===== src/rtl/class_fifo.sv =====
// ============================================================================
// Module   : class_fifo
// Brief    : Single-clock circular FIFO with programmable almost-full /
//            almost-empty thresholds, occupancy count and sticky
//            overflow/underflow error bits. Used per traffic class on the
//            emissor side and per destination on the receptor side of the
//            transaction-layer referee.
// Options  : CLASS_FIFO_FWFT_EN - when defined, first-word-fall-through read
//            (data_out shows the head combinationally, pop acknowledges it);
//            when undefined, registered read with one-cycle latency.
// Revision : 1.0 - initial release
// ============================================================================
`default_nettype none

module class_fifo #(
    parameter int LINE_SIZE = 12,
    parameter int ADDR_BITS = 3
) (
    input  logic                 clk,
    input  logic                 reset,
    input  logic                 push,
    input  logic                 pop,
    input  logic [LINE_SIZE-1:0] data_in,
    input  logic [ADDR_BITS:0]   almost_full_th,
    input  logic [ADDR_BITS:0]   almost_empty_th,
    output logic [LINE_SIZE-1:0] data_out,
    output logic                 valid_out,
    output logic                 full,
    output logic                 empty,
    output logic                 almost_full,
    output logic                 almost_empty,
    output logic [ADDR_BITS:0]   count,
    output logic [1:0]           fifo_error
);

    localparam int                 DEPTH      = 1 << ADDR_BITS;
    localparam logic [ADDR_BITS:0] c_DEPTH    = {1'b1, {ADDR_BITS{1'b0}}};
    localparam logic [ADDR_BITS:0] c_CNT_ONE  = {{ADDR_BITS{1'b0}}, 1'b1};
    localparam logic [ADDR_BITS-1:0] c_PTR_ONE = {{(ADDR_BITS-1){1'b0}}, 1'b1};

    logic [LINE_SIZE-1:0] r_mem [DEPTH];
    logic [ADDR_BITS-1:0] r_wr_ptr;
    logic [ADDR_BITS-1:0] r_rd_ptr;
    logic [ADDR_BITS:0]   r_count;
    logic [ADDR_BITS:0]   w_count_next;
    logic [1:0]           r_fifo_error;
    logic                 w_full;
    logic                 w_empty;
    logic                 w_pop_ok;
    logic                 w_push_ok;

    // Flags come straight from the count register so they track reset and
    // threshold changes without waiting for an edge.
    assign w_full       = (r_count == c_DEPTH);
    assign w_empty      = (r_count == '0);
    assign full         = w_full;
    assign empty        = w_empty;
    assign almost_full  = (r_count >= almost_full_th);
    assign almost_empty = (r_count <= almost_empty_th);
    assign count        = r_count;
    assign fifo_error   = r_fifo_error;

    // A push into a full FIFO is only safe when a pop frees a slot on the
    // same edge; a pop on empty is never accepted, even with a push present.
    assign w_pop_ok  = pop && !w_empty;
    assign w_push_ok = push && (!w_full || w_pop_ok);

    // Occupancy update: simultaneous accepted push and pop cancel out.
    always_comb begin
        w_count_next = r_count;
        case ({w_push_ok, w_pop_ok})
            2'b10:   w_count_next = r_count + c_CNT_ONE;
            2'b01:   w_count_next = r_count - c_CNT_ONE;
            default: w_count_next = r_count;
        endcase
    end

    // Storage array: written on accepted push, never reset.
    always_ff @(posedge clk) begin
        if (w_push_ok) begin
            r_mem[r_wr_ptr] <= data_in;
        end
    end

    // Pointers, occupancy and sticky error bits.
    always_ff @(posedge clk or posedge reset) begin
        if (reset) begin
            r_wr_ptr     <= '0;
            r_rd_ptr     <= '0;
            r_count      <= '0;
            r_fifo_error <= '0;
        end else begin
            if (w_push_ok) begin
                r_wr_ptr <= r_wr_ptr + c_PTR_ONE;
            end
            if (w_pop_ok) begin
                r_rd_ptr <= r_rd_ptr + c_PTR_ONE;
            end
            r_count      <= w_count_next;
            r_fifo_error <= r_fifo_error | {push && !w_push_ok, pop && !w_pop_ok};
        end
    end

`ifdef CLASS_FIFO_FWFT_EN
    // Head of queue is always visible; pop just acknowledges it.
    assign data_out  = r_mem[r_rd_ptr];
    assign valid_out = !w_empty;
`else
    logic [LINE_SIZE-1:0] r_data_out;
    logic                 r_valid_out;

    // Registered read: word appears one cycle after an accepted pop and is
    // held afterwards; valid_out pulses only for the fresh word.
    always_ff @(posedge clk or posedge reset) begin
        if (reset) begin
            r_data_out  <= '0;
            r_valid_out <= 1'b0;
        end else begin
            r_valid_out <= w_pop_ok;
            if (w_pop_ok) begin
                r_data_out <= r_mem[r_rd_ptr];
            end
        end
    end

    assign data_out  = r_data_out;
    assign valid_out = r_valid_out;
`endif

endmodule

`default_nettype wire


===== config.mk =====
export PLATFORM = sky130hd
export DESIGN_NAME = class_fifo
export DESIGN_NICKNAME = d
export VERILOG_FILES = /design/src/rtl/class_fifo.sv
export SDC_FILE = /design/constraint.sdc
export NUM_CORES = 1
export LEC_CHECK = 0
export BUFFER_PORTS_ARGS = -buffer_cell sky130_fd_sc_hd__buf_2
export CAP_MARGIN = 20
export CELL_PAD_IN_SITES_DETAIL_PLACEMENT = 1
export CELL_PAD_IN_SITES_GLOBAL_PLACEMENT = 1
export CORE_MARGIN = 4
export CORE_UTILIZATION = 45
export DETAILED_ROUTE_END_ITERATION = 16
export PLACE_DENSITY = 0.81
export SLEW_MARGIN = 0
export SYNTH_ARGS = -nofsm -noshare
export SYNTH_HDL_FRONTEND = slang
export SYNTH_SLANG_ARGS = --single-unit

===== constraint.sdc =====
create_clock -name clk -period 2.5 [get_ports clk]
set_input_delay 0.375 -clock clk [delete_from_list [all_inputs] [get_ports clk]]
set_output_delay 0.375 -clock clk [all_outputs]
set_load 0.1 [all_outputs]

# Word-level counts from Yosys, hierarchy flattened
# Memory sizes are Yosys's and may differ from the RTL's. A register that Yosys moved wholly into a read port is not among the register bits.
# Cells that the tools add are included.
# word_totals
register_bits	13
mem_bits_rw	96
in_bits	24
output_inout_bits	23
wordCells	30
mem_count	1
# classes
addsub	4
n_lt_le_gt_ge	2
n_eq_ne	3
muxes	3
bitwise_logic	1
reduce_logical	11
# mem_list
memory	words	width	read_ports	rd_ports_with_merged_regs	wr	line	text
r_mem	8	12	1	1	1	41	logic [LINE_SIZE-1:0] r_mem [DEPTH];
# op_table
op	count
4-bit case mux with 2 select lines	1
3-bit by 1-bit adder with 3-bit output (second input constant)	2
4-bit by 1-bit adder with 4-bit output (second input constant)	1
4-bit == test (second input constant)	1
4-bit >= comparator	1
4-bit less-or-equal comparator	1
1-bit logical AND	4
1-bit logical NOT	4
4-bit logical NOT	1
4-bit by 1-bit subtractor with 4-bit output (second input constant)	1
2-bit by 1-bit == test with 1-bit output (second input constant)	1
2-bit == test (second input constant)	1
1-bit two-way mux	2
2-bit OR	1
2-bit nonzero test	1
1-bit logical OR	1

# Depth between registers and ports, before layout
# Gate-level depths: netlist of run 1.
# logic_depth
ltp_word	8
depth_mapped	9
mapped_depth_nobuf	8

# Worst setup path before layout of run 1
# OpenSTA, ideal clock, no wires.
# synth_timing
path_type	flip-flop to flip-flop
start	register r_count[1], in the netlist count[1]
end	register r_fifo_error[0], in the netlist fifo_error[0]
setup_ns	0.076
arrival_time_ns	4.248
required_time_ns	2.424
slack_ns	-1.823
stages_incl_launch_ff	3
n_path_buf	0
synth_period_minus_slack_ns	4.323
cell_sequence	dfrtp_1 nor4_1 a21o_1
# synth_via
elab_chain_cells	6
# synth_lines
element	line	text
from (decl)	44	logic [ADDR_BITS:0] r_count;
from (signal assigned)	99	r_count <= w_count_next;
4-bit logical NOT	55	assign w_empty = (r_count == '0);
named net empty	29	output logic empty,
1-bit logical NOT	65	assign w_pop_ok = pop && !w_empty;
1-bit logical AND	65	
1-bit logical NOT	100	r_fifo_error <= r_fifo_error | {push && !w_push_ok, pop && !w_pop_ok};
1-bit logical AND	100	
2-bit OR	100	
to (signal assigned)	100	
to (decl)	46	logic [1:0] r_fifo_error;
# The timed path passes the listed nets, and every way through them passes these cells.
# A chain may end at the register's enable or synchronous reset.

# Worst setup path in the final report of run 1
# layout_timing
start	register r_count[1], in the netlist count[1]
end	output port almost_empty
# layout_via
elab_chain_cells	1
# layout_lines
element	line	text
4-bit less-or-equal comparator	59	assign almost_empty = (r_count <= almost_empty_th);
to (decl)	31	output logic almost_empty,
# No other way between the ends.

==> results.yml, run 1 <==
power:
  p_clk_share_pct: 25.7
  ir_drop_uv: 1122
  combPwrFrac_pct: 42.4
  p_leak_nw: 2.466
  p_sw_mw: 3.820
  p_sw_share_pct: 41.58
  p_per_area_nw_per_um2: 1459
  pwr-share-seq_pct: 31.9
  power.internal_mw: 5.367
die:
  die_y_um: 113.9
  die_w_um: 113.9
  num_rows: 38
  start_util_pct: 46.35
  io_pins: 47
  core_area_um2: 10890
  dieArea_um2: 12970
synth:
  ys_seq_area_share_pct: 69.53
  ys_warn_count: 0
  syn_nets: 354
  ys_ff_latch: 121
  synth_top_flop_cell: "edfxtp_1"
  syn_area_um2: 5046
  avgSynthCellArea_um2: 15.92
  syn_inst: 317
  synth_edf_count: 96
  synth-async-reset-ratio_pct: 20.66
  post_synth_num_cell_types: 39
setup_path:
  r2r_cells: 9
  critPathMaxFanout: 3
  path_buf_inv: 2
  crit_required_ps: 2120
  r2r_end: "count[3]"
  regToRegSetupSlack_ps: 110
  crit_path_end_kind: "primary output"
  critical-path-top-delay-family: "compound AO/OA/AOI/OAI gates"
  cpPeakStageDelay_ps: 470
  cpMaxStageDelayCell: "dfrtp_4"
  crit_chain: "buf_6 > ha_4 > nor2b_4 > o21a_1 > o21a_1 > o21ai_4 > buf_12"
  cp_common_cell: "o21a_1"
  critPathArrivalTime_ps: 2170
  r2r_start: "count[1]"
  cp-start-kind: "flop"
  criticalPathCategory: "flop to primary output"
grt:
  grt_overflow_total: 0
  grt_pass1_wl_um: 17570
  antenna_found_initial: 0
  grt_use_total_pct: 18.37
  grt_max_degree: 29
  grt_pass1_vias: 3181
routing:
  first_pass_iters: 4
  drt-total-wl_um: 11260
  drc_errors: 0
  avgRoutedWirePerCell_um: 20.63
  detailedRoute.firstIterationViolations: 230
  postRouteAntennaNets: 0
  dr_total_vias: 2944
  vias_per_cell: 5.392
status:
  violations: "setup timing"
  status: "complete, but fails checks"
sta:
  timing.final.crit_share_pct: 101.8
  clock.fmax_mhz: 392.9
  finalHoldViolCount: 0
  fin_crit_ps: 2545
  fin_ws_ps: -45.03
  rsz0062_at_grt: "yes"
  slew_headroom_pct: 34.08
  worst_pin_slew_ps: 984.6
  fin_tns_setup_ps: -46.85
  setup_viol: 2
  finClkSkew_ps: 13.49
  maxSlewViolCount: 0
clock_tree:
  clk_latency_ps: 530
  cts.clk_slew.worst_paths_ps: 60
  clk_path_buf_depth: 2
  cts_buffers: 17
  cts.sinks: 121
  root_buffer: "clkbuf_8"
  tritoncts: "yes"
  h-tree-depth: 4
cells_and_area:
  nets: 430
  diodes: 0
  area_delta_synth_final_pct: 24.75
  layout-drive-gt1-share_pct: 36.45
placement:
  dp_hpwl_um: 7101
  port_buffers: 46
  pre_cts_ws_ps: 147.2
  place.gp.congestion: 0.7576
flow_run:
  cap_violations: 0
min_path:
  hold_depth: 1
  hold_path.class: "input pin to flop"
  min_to: "r_mem[7][3]"
  hold_start: "data_in[3]"
## cell usage in the layout, fill, tap and decap left out, types with 2 or more instances in the layout
cell,count
nor3b_2,2
inv_1,12
edfxtp_1,96
mux2i_1,26
nor3_1,2
o21ai_1,7
ha_1,11
buf_4,24
a221o_1,12
o22ai_1,12
o21a_1,3
clkinv_1,4
dfrtp_1,20
clkinv_2,2
nand2_1,24
xor2_1,2
buf_2,43
clkbuf_16,16
o21ai_0,5
dfrtp_2,4
nor2_1,4
clkinvlp_4,3
a21o_1,4
nand2b_1,2
mux2_2,24
bufinv_16,3
xnor2_1,6
buf_6,2
## power by group through the flow
stage	clock, mW	combinational [mW]	sequential [mW]
global placement	0	3.60	2.95
global route	2.51	4.11	2.98
finish	2.36	3.90	2.93
floorplan	0	1.81	4.00
CTS	2.40	3.88	2.93
detailed placement	0	3.70	2.99
## how the worst max path moves through the flow
stage               startpoint  cells after the start  slack, ps           end
floorplan             count[2]                      4         10   r_mem[4][0]
global placement      count[0]                      4        210   r_mem[6][1]
detailed placement    count[2]                      9        150      count[3]
CTS                   count[1]                      7        -90  almost_empty
global route          count[1]                      7       -120  almost_empty
finish                count[1]                      7        -50  almost_empty
## cell type report
| type | count | area (µm²) |
|---|---|---|
| clock buffer | 18 | 417.9 |
| clock inverter | 14 | 155.1 |
| fill | 1029 | 4593 |
| inverter | 13 | 48.80 |
| multi-input combinational | 167 | 1490 |
| sequential | 121 | 3517 |
| tap | 140 | 175.2 |
| timing repair buffer | 73 | 490.5 |
## registers in the layout (all words and copies together) (netlist names)
register	cells
data_out	12
r_mem	96
valid_out	1
r_wr_ptr	3
fifo_error	2
r_rd_ptr	3
count	4
## through the flow
step | cell area [µm²] | cells | util, % | hold slack (ps) | total power [mW]
CTS | 6220 | 541 | 57.12 | 73.27 | 9.207
global placement | 5582 | 506 | 51.26 | 432.8 | 6.551
global route | 6295 | 546 | 57.81 | 112.3 | 9.605
detailed placement | 5589 | 507 | 51.33 | 444.0 | 6.688
finish | 6295 | 546 | 57.81 | 124.2 | 9.186
floorplan | 5109 | 317 | - | 402.1 | 5.808
## timing repair
action	CTS	global route
cloned	0	0
pin swaps	2	3
hold endpoints to repair	0	25
gates resized for setup	10	2
setup endpoints to repair	3	3
setup buffers	2	3
hold buffers	0	1
## layer usage
metal | part of all wire (%) | vias to the layer above | GRT usage [%]
met5 | 0 | - | 0
met2 | 49 | 73 | 29.13
met4 | 0.82 | 0 | 5.384
met3 | 5.1 | 9 | 6.419
li1 | - | 1368 | -
met1 | 45 | 1494 | 24.10
## synthesized netlist by cell type, types with 6 or more instances
cell type | n | area share [%]
buf_2 | 6 | 0.60
dfrtp_1 | 25 | 12
edfxtp_1 | 96 | 57
ha_1 | 12 | 3.0
a221o_1 | 12 | 2.4
nand2_1 | 24 | 1.8
mux2_2 | 24 | 5.4
inv_1 | 13 | 0.97
o21ai_0 | 6 | 0.60
o22ai_1 | 12 | 1.5
o21ai_1 | 7 | 0.69
xnor2_1 | 6 | 1.0
mux2i_1 | 26 | 5.2
## kinds of logic (layout without fill, tap and decap cells)
| group | count (synthesis) | count (layout) | synth area share (%) |
|---|---|---|---|
| DFF | 121 | 121 | 69.53 |
| AOI/OAI and AO/OA | 51 | 51 | 7.637 |
| muxes | 51 | 51 | 10.81 |
| and+or+nand+nor | 44 | 44 | 4.339 |
| buffers and inverters | 29 | 118 | 2.926 |
| adders and majority gates | 13 | 13 | 3.372 |
| xor gates and xnor gates | 8 | 8 | 1.389 |
(Power assumes the default switching activity.)
==> inputs of run 2 (changes only) <==
--- a/config.mk
+++ b/config.mk
@@ -9,7 +9,7 @@
 export CAP_MARGIN = 20
 export CELL_PAD_IN_SITES_DETAIL_PLACEMENT = 1
 export CELL_PAD_IN_SITES_GLOBAL_PLACEMENT = 1
-export CORE_MARGIN = 4
+export CORE_ASPECT_RATIO = 1.75
 export CORE_UTILIZATION = 45
 export DETAILED_ROUTE_END_ITERATION = 16
 export PLACE_DENSITY = 0.81
==> run 2 against run 1 <==
  * The flow now finishes without violations
  * Die area is 10% lower
  * First-iteration DRC count is 54% lower
  * Final area is 1.9% lower
  * Largest cell class unchanged
==> results.yml, run 2 (same netlist as run 1, synthesis figures left out) <==
power:
  p_sw_share_pct: 41.15
  pwr-share-seq_pct: 32.3
  p_sw_mw: 3.767
  ir_drop_uv: 1283
  p_per_area_nw_per_um2: 1483
  combPwrFrac_pct: 41.9
  p_leak_nw: 2.418
  power.internal_mw: 5.386
  p_clk_share_pct: 25.8
sta:
  slew_headroom_pct: 48.51
  hold-worst-slack_ps: 90.50
  maxSlewViolCount: 0
  rsz0062_at_grt: "yes"
  timing.final.crit_share_pct: 97.10
  worst_pin_slew_ps: 771.6
  finalHoldViolCount: 0
  finClkSkew_ps: 8.850
  clock.fmax_mhz: 411.9
  fin_crit_ps: 2428
  setup_viol: 0
cells_and_area:
  layout-drive-gt1-share_pct: 34.26
  nets: 422
  diodes: 0
  mostFrequentLayoutCells: "edfxtp_1 (96), buf_2 (44), mux2i_1 (26)"
  area_delta_synth_final_pct: 22.34
  fin_area_um2: 6173
  finish.utilization_pct: 57.04
  final_cells: 527
  largest_register_ffs: 96
  final_common_cell: "edfxtp_1"
  largest_register: "r_mem"
  n_fill_cell: 1038
min_path:
  hold_path.class: "input pin to asynchronous set/reset pin"
grt:
  grt_use_total_pct: 22.35
  grt_max_degree: 51
  grt_pass1_vias: 3237
  grt_pass1_wl_um: 17690
  antenna_found_initial: 0
  grt_overflow_total: 0
routing:
  avgRoutedWirePerCell_um: 22.08
  postRouteAntennaNets: 0
  vias_per_cell: 5.713
  detailedRoute.firstIterationViolations: 106
  drt-total-wl_um: 11640
  drc_errors: 0
  dr_total_vias: 3011
  first_pass_iters: 4
setup_path:
  cpMaxStageDelayCell: "dfrtp_4"
  regToRegSetupSlack_ps: 180
  criticalPathCategory: "flop to primary output"
  critPathArrivalTime_ps: 2050
  crit_path_end_kind: "primary output"
  crit_required_ps: 2120
  cp-start-kind: "flop"
  cpPeakStageDelay_ps: 500
  r2r_cells: 8
  crit_chain: "ha_1 > nor2b_1 > o21a_1 > o21a_1 > o21ai_4 > buf_12"
  critPathMaxFanout: 5
  cp_common_cell: "o21a_1"
clock_tree:
  clk_path_buf_depth: 2
  tritoncts: "yes"
  h-tree-depth: 4
  clk_latency_ps: 410
  root_buffer: "clkbuf_16"
  cts.sinks: 121
  cts_buffers: 17
  cts.clk_slew.worst_paths_ps: 50
placement:
  placedCellCount: 490
  port_buffers: 46
  dp_hpwl_um: 7138
  place.gp.congestion: 0.7326
  placed_cell_area_um2: 5537
status:
  status: "finished, final reports clean"
die:
  core_area_um2: 10820
  io_pins: 47
  die_w_um: 82.05
  start_util_pct: 46.62
  die_y_um: 142.1
  dieArea_um2: 11660
  num_rows: 50
flow_run:
  cap_violations: 0
-- run 2: layout make-up --
| cell class | count | area, µm² | area share [%] |
|---|---|---|---|
| clock buffer | 20 | 436.7 | 7.073 |
| sequential | 121 | 3517 | 56.97 |
| tap | 130 | 162.7 | 2.635 |
| timing repair buffer | 65 | 415.4 | 6.729 |
| clock inverter | 11 | 130.1 | 2.108 |
| multi-input combinational | 167 | 1460 | 23.65 |
| inverter | 13 | 51.30 | 0.8310 |
-- run 2: what timing repair did --
action,in CTS,in global routing
gates cloned,0,0
hold buffers,0,0
setup buffers,3,3
resized for setup,5,2
endpoints found under the setup margin,2,3
-- run 2: critical path, delay by kind of cell, from the launching register on --
kind                       cells  cell delay (ps)
AOI/OAI and AO/OA              3              520
adders and majority gates      1              300
buffers and inverters          1              190
DFF                            1              500
and+or+nand+nor                1              130
-- run 2: routing by layer --
| metal | track usage (%) | part of all wire, % |
|---|---|---|
| met4 | 12.37 | 3.3 |
| met1 | 22.23 | 36 |
| met2 | 40.02 | 57 |
| met3 | 6.410 | 3.8 |
| met5 | 0 | 0 |
-- run 2: path summary, 6_finish.rpt --
path / from / end
worst max-delay path: count[1] / almost_empty
worst min-delay path: reset / data_out[1]
worst max register to register: count[1] / count[3]
worst min register to register: fifo_error[0] / fifo_error[0]
max in group asynchronous: reset / data_out[5]
min in group clk: data_in[9] / r_mem[0][9]
-- run 2: power by group through the flow --
| stage | Sequential (mW) | Combinational [mW] | Clock (mW) |
|---|---|---|---|
| 2_1_floorplan | 4.00 | 1.81 | 0 |
| 3_3_place_gp | 2.95 | 3.55 | 0 |
| 3_5_place_dp | 3.00 | 3.67 | 0 |
| 4_1_cts | 2.97 | 3.79 | 2.38 |
| 5_1_grt | 3.01 | 4.05 | 2.46 |
| 6_report | 2.96 | 3.84 | 2.36 |
-- run 2: through the flow --
stage / power, mW / setup TNS [ps] / worst slack [ps]
global placement: 6.500 / 0 / 306.7
global route: 9.520 / -36.60 / -23.43
detailed placement: 6.662 / 0 / 230.2
floorplan: 5.808 / 0 / 14.42
finish: 9.152 / 0 / 72.40
CTS: 9.137 / 0 / 0.2025
==> inputs of run 3 (changes only) <==
--- a/config.mk
+++ b/config.mk
@@ -11,8 +11,10 @@
 export CELL_PAD_IN_SITES_GLOBAL_PLACEMENT = 1
 export CORE_ASPECT_RATIO = 1.75
 export CORE_UTILIZATION = 45
+export CTS_CLUSTER_DIAMETER = 30
 export DETAILED_ROUTE_END_ITERATION = 16
 export PLACE_DENSITY = 0.81
+export SETUP_SLACK_MARGIN = 0.15
 export SLEW_MARGIN = 0
 export SYNTH_ARGS = -nofsm -noshare
 export SYNTH_HDL_FRONTEND = slang
==> run 3 against run 2 <==
  * Total power rose by 2.7%
  * Via count rose by 2.6%
  * Global-route usage rose by 2.6 points
  * Combinational power rose by 6.8%
  * Sequential cell count did not move
  * First-iteration DRC count rose by 48%
  * Critical path type is now flop to flop
  * Sequential power barely moved
  * Final area rose by 3.3%
  * Clock skew rose by 2.0 ps
  * Critical path depth rose by 3
  * Maximum frequency fell by 0.95%
  * Sequential share of layout area fell by 1.8 points
==> results.yml, run 3 (same netlist as run 1, synthesis figures left out) <==
routing:
  detailedRoute.firstIterationViolations: 157
  wl_met3_um: 438
  wl_met2_um: 7566
  first_pass_iters: 4
  drt-total-wl_um: 12970
  drt-met1-wl_um: 4584
  top_layer_used: "met4"
  postRouteAntennaNets: 0
  avgRoutedWirePerCell_um: 24.07
  dr_total_vias: 3089
  vias_per_cell: 5.731
  drc_errors: 0
cells_and_area:
  nets: 433
  mostFrequentLayoutCells: "edfxtp_1 (96), buf_2 (42), buf_4 (26)"
  layout-drive-gt1-share_pct: 40.10
  largest_register_ffs: 96
  area_delta_synth_final_pct: 26.33
  diodes: 0
  final_cells: 539
  final_common_cell: "edfxtp_1"
  finish.utilization_pct: 58.90
  fin_area_um2: 6375
  largest_register: "r_mem"
clock_tree:
  cts.clk_slew.worst_paths_ps: 60
  root_buffer: "clkbuf_16"
  h-tree-depth: 4
  clk_path_buf_depth: 2
  tritoncts: "yes"
  clk_latency_ps: 420
  cts_buffers: 17
  cts.sinks: 121
setup_path:
  critPathArrivalTime_ps: 2780
  r2r_start: "count[1]"
  r2r_end: "count[3]"
  criticalPathCategory: "flop to flop"
  crit_path_end_kind: "flop"
  r2r_cells: 9
  cp-start-kind: "flop"
  regToRegSetupSlack_ps: 50
  critPathMaxFanout: 4
  crit_required_ps: 2830
grt:
  grt_use_total_pct: 24.98
  grt_overflow_total: 0
  antenna_found_initial: 0
  grt_max_degree: 29
  grt_pass1_wl_um: 19880
  grt_pass1_vias: 3476
die:
  die_w_um: 82.05
  num_rows: 50
  core_area_um2: 10820
  start_util_pct: 46.62
  dieArea_um2: 11660
  die_y_um: 142.1
  io_pins: 47
sta:
  rsz0062_at_grt: "yes"
  worst_pin_slew_ps: 838.5
  fin_tns_setup_ps: 0
  hold-worst-slack_ps: 123.8
  slew_headroom_pct: 44.04
  finalHoldViolCount: 0
  clock.fmax_mhz: 408.0
  finClkSkew_ps: 10.82
  maxSlewViolCount: 0
  fin_ws_ps: 49.02
  timing.final.crit_share_pct: 98.04
  fin_crit_ps: 2451
  setup_viol: 0
status:
  status: "finished, final reports clean"
power:
  power.total_mw: 9.396
  ir_drop_uv: 1203
  p_per_area_nw_per_um2: 1474
  p_leak_nw: 2.493
min_path:
  hold_path.class: "input pin to asynchronous set/reset pin"
placement:
  placed_cell_area_um2: 5607
  pre_cts_ws_ps: -40.07
  port_buffers: 46
  placedCellCount: 498
  place.gp.congestion: 0.7576
  dp_hpwl_um: 8125
flow_run:
  cap_violations: 0
run 3: worst max-delay path, cell delays in order, from the launching register on:
cell,delay [ps]
dfrtp_4,510
buf_6,150
o41ai_4,390
or2_4,200
inv_2,50
ha_4,230
a21o_1,170
a21oi_2,180
mux2i_2,280
xor2_1,190
run 3: routing by layer:
metal  global-route usage, %  vias to the layer above
li1                        -                     1372
met1                   25.41                     1607
met2                   45.67                       83
met3                   6.474                       27
met4                   11.63                        0
met5                       0                        -
run 3: timing repair:
| item | 4_1_cts | 5_1_grt |
|---|---|---|
| setup endpoints to repair | 4 | 12 |
| hold buffers | 0 | 0 |
| endpoints found under the hold margin | 0 | 0 |
| buffers inserted | 7 | 2 |
| resized for setup | 23 | 4 |
| pin swaps | 10 | 2 |
run 3: how the worst max path moves through the flow:
stage	startpoint	to	slack [ps]	depth (start not counted)
after floorplan	count[2]	almost_empty	170	4
after global placement	count[1]	count[3]	190	9
after detailed placement	count[1]	count[3]	-40	9
after CTS	count[0]	almost_full	110	7
after global routing	count[0]	almost_full	20	7
final	count[1]	count[3]	50	9
run 3: cell type report:
class / instances / area [µm²]
clock inverter: 15 / 143.9
inverter: 13 / 51.30
clock buffer: 17 / 425.4
tap: 130 / 162.7
fill: 996 / 4448
sequential: 121 / 3520
timing repair buffer: 76 / 518.0
multi-input combinational: 167 / 1554
run 3: power by group:
| group | total, mW | switching, mW | internal (mW) |
|---|---|---|---|
| combinational | 4.10 | 2.75 | 1.35 |
| sequential | 2.99 | 0.351 | 2.64 |
| clock | 2.31 | 0.923 | 1.38 |
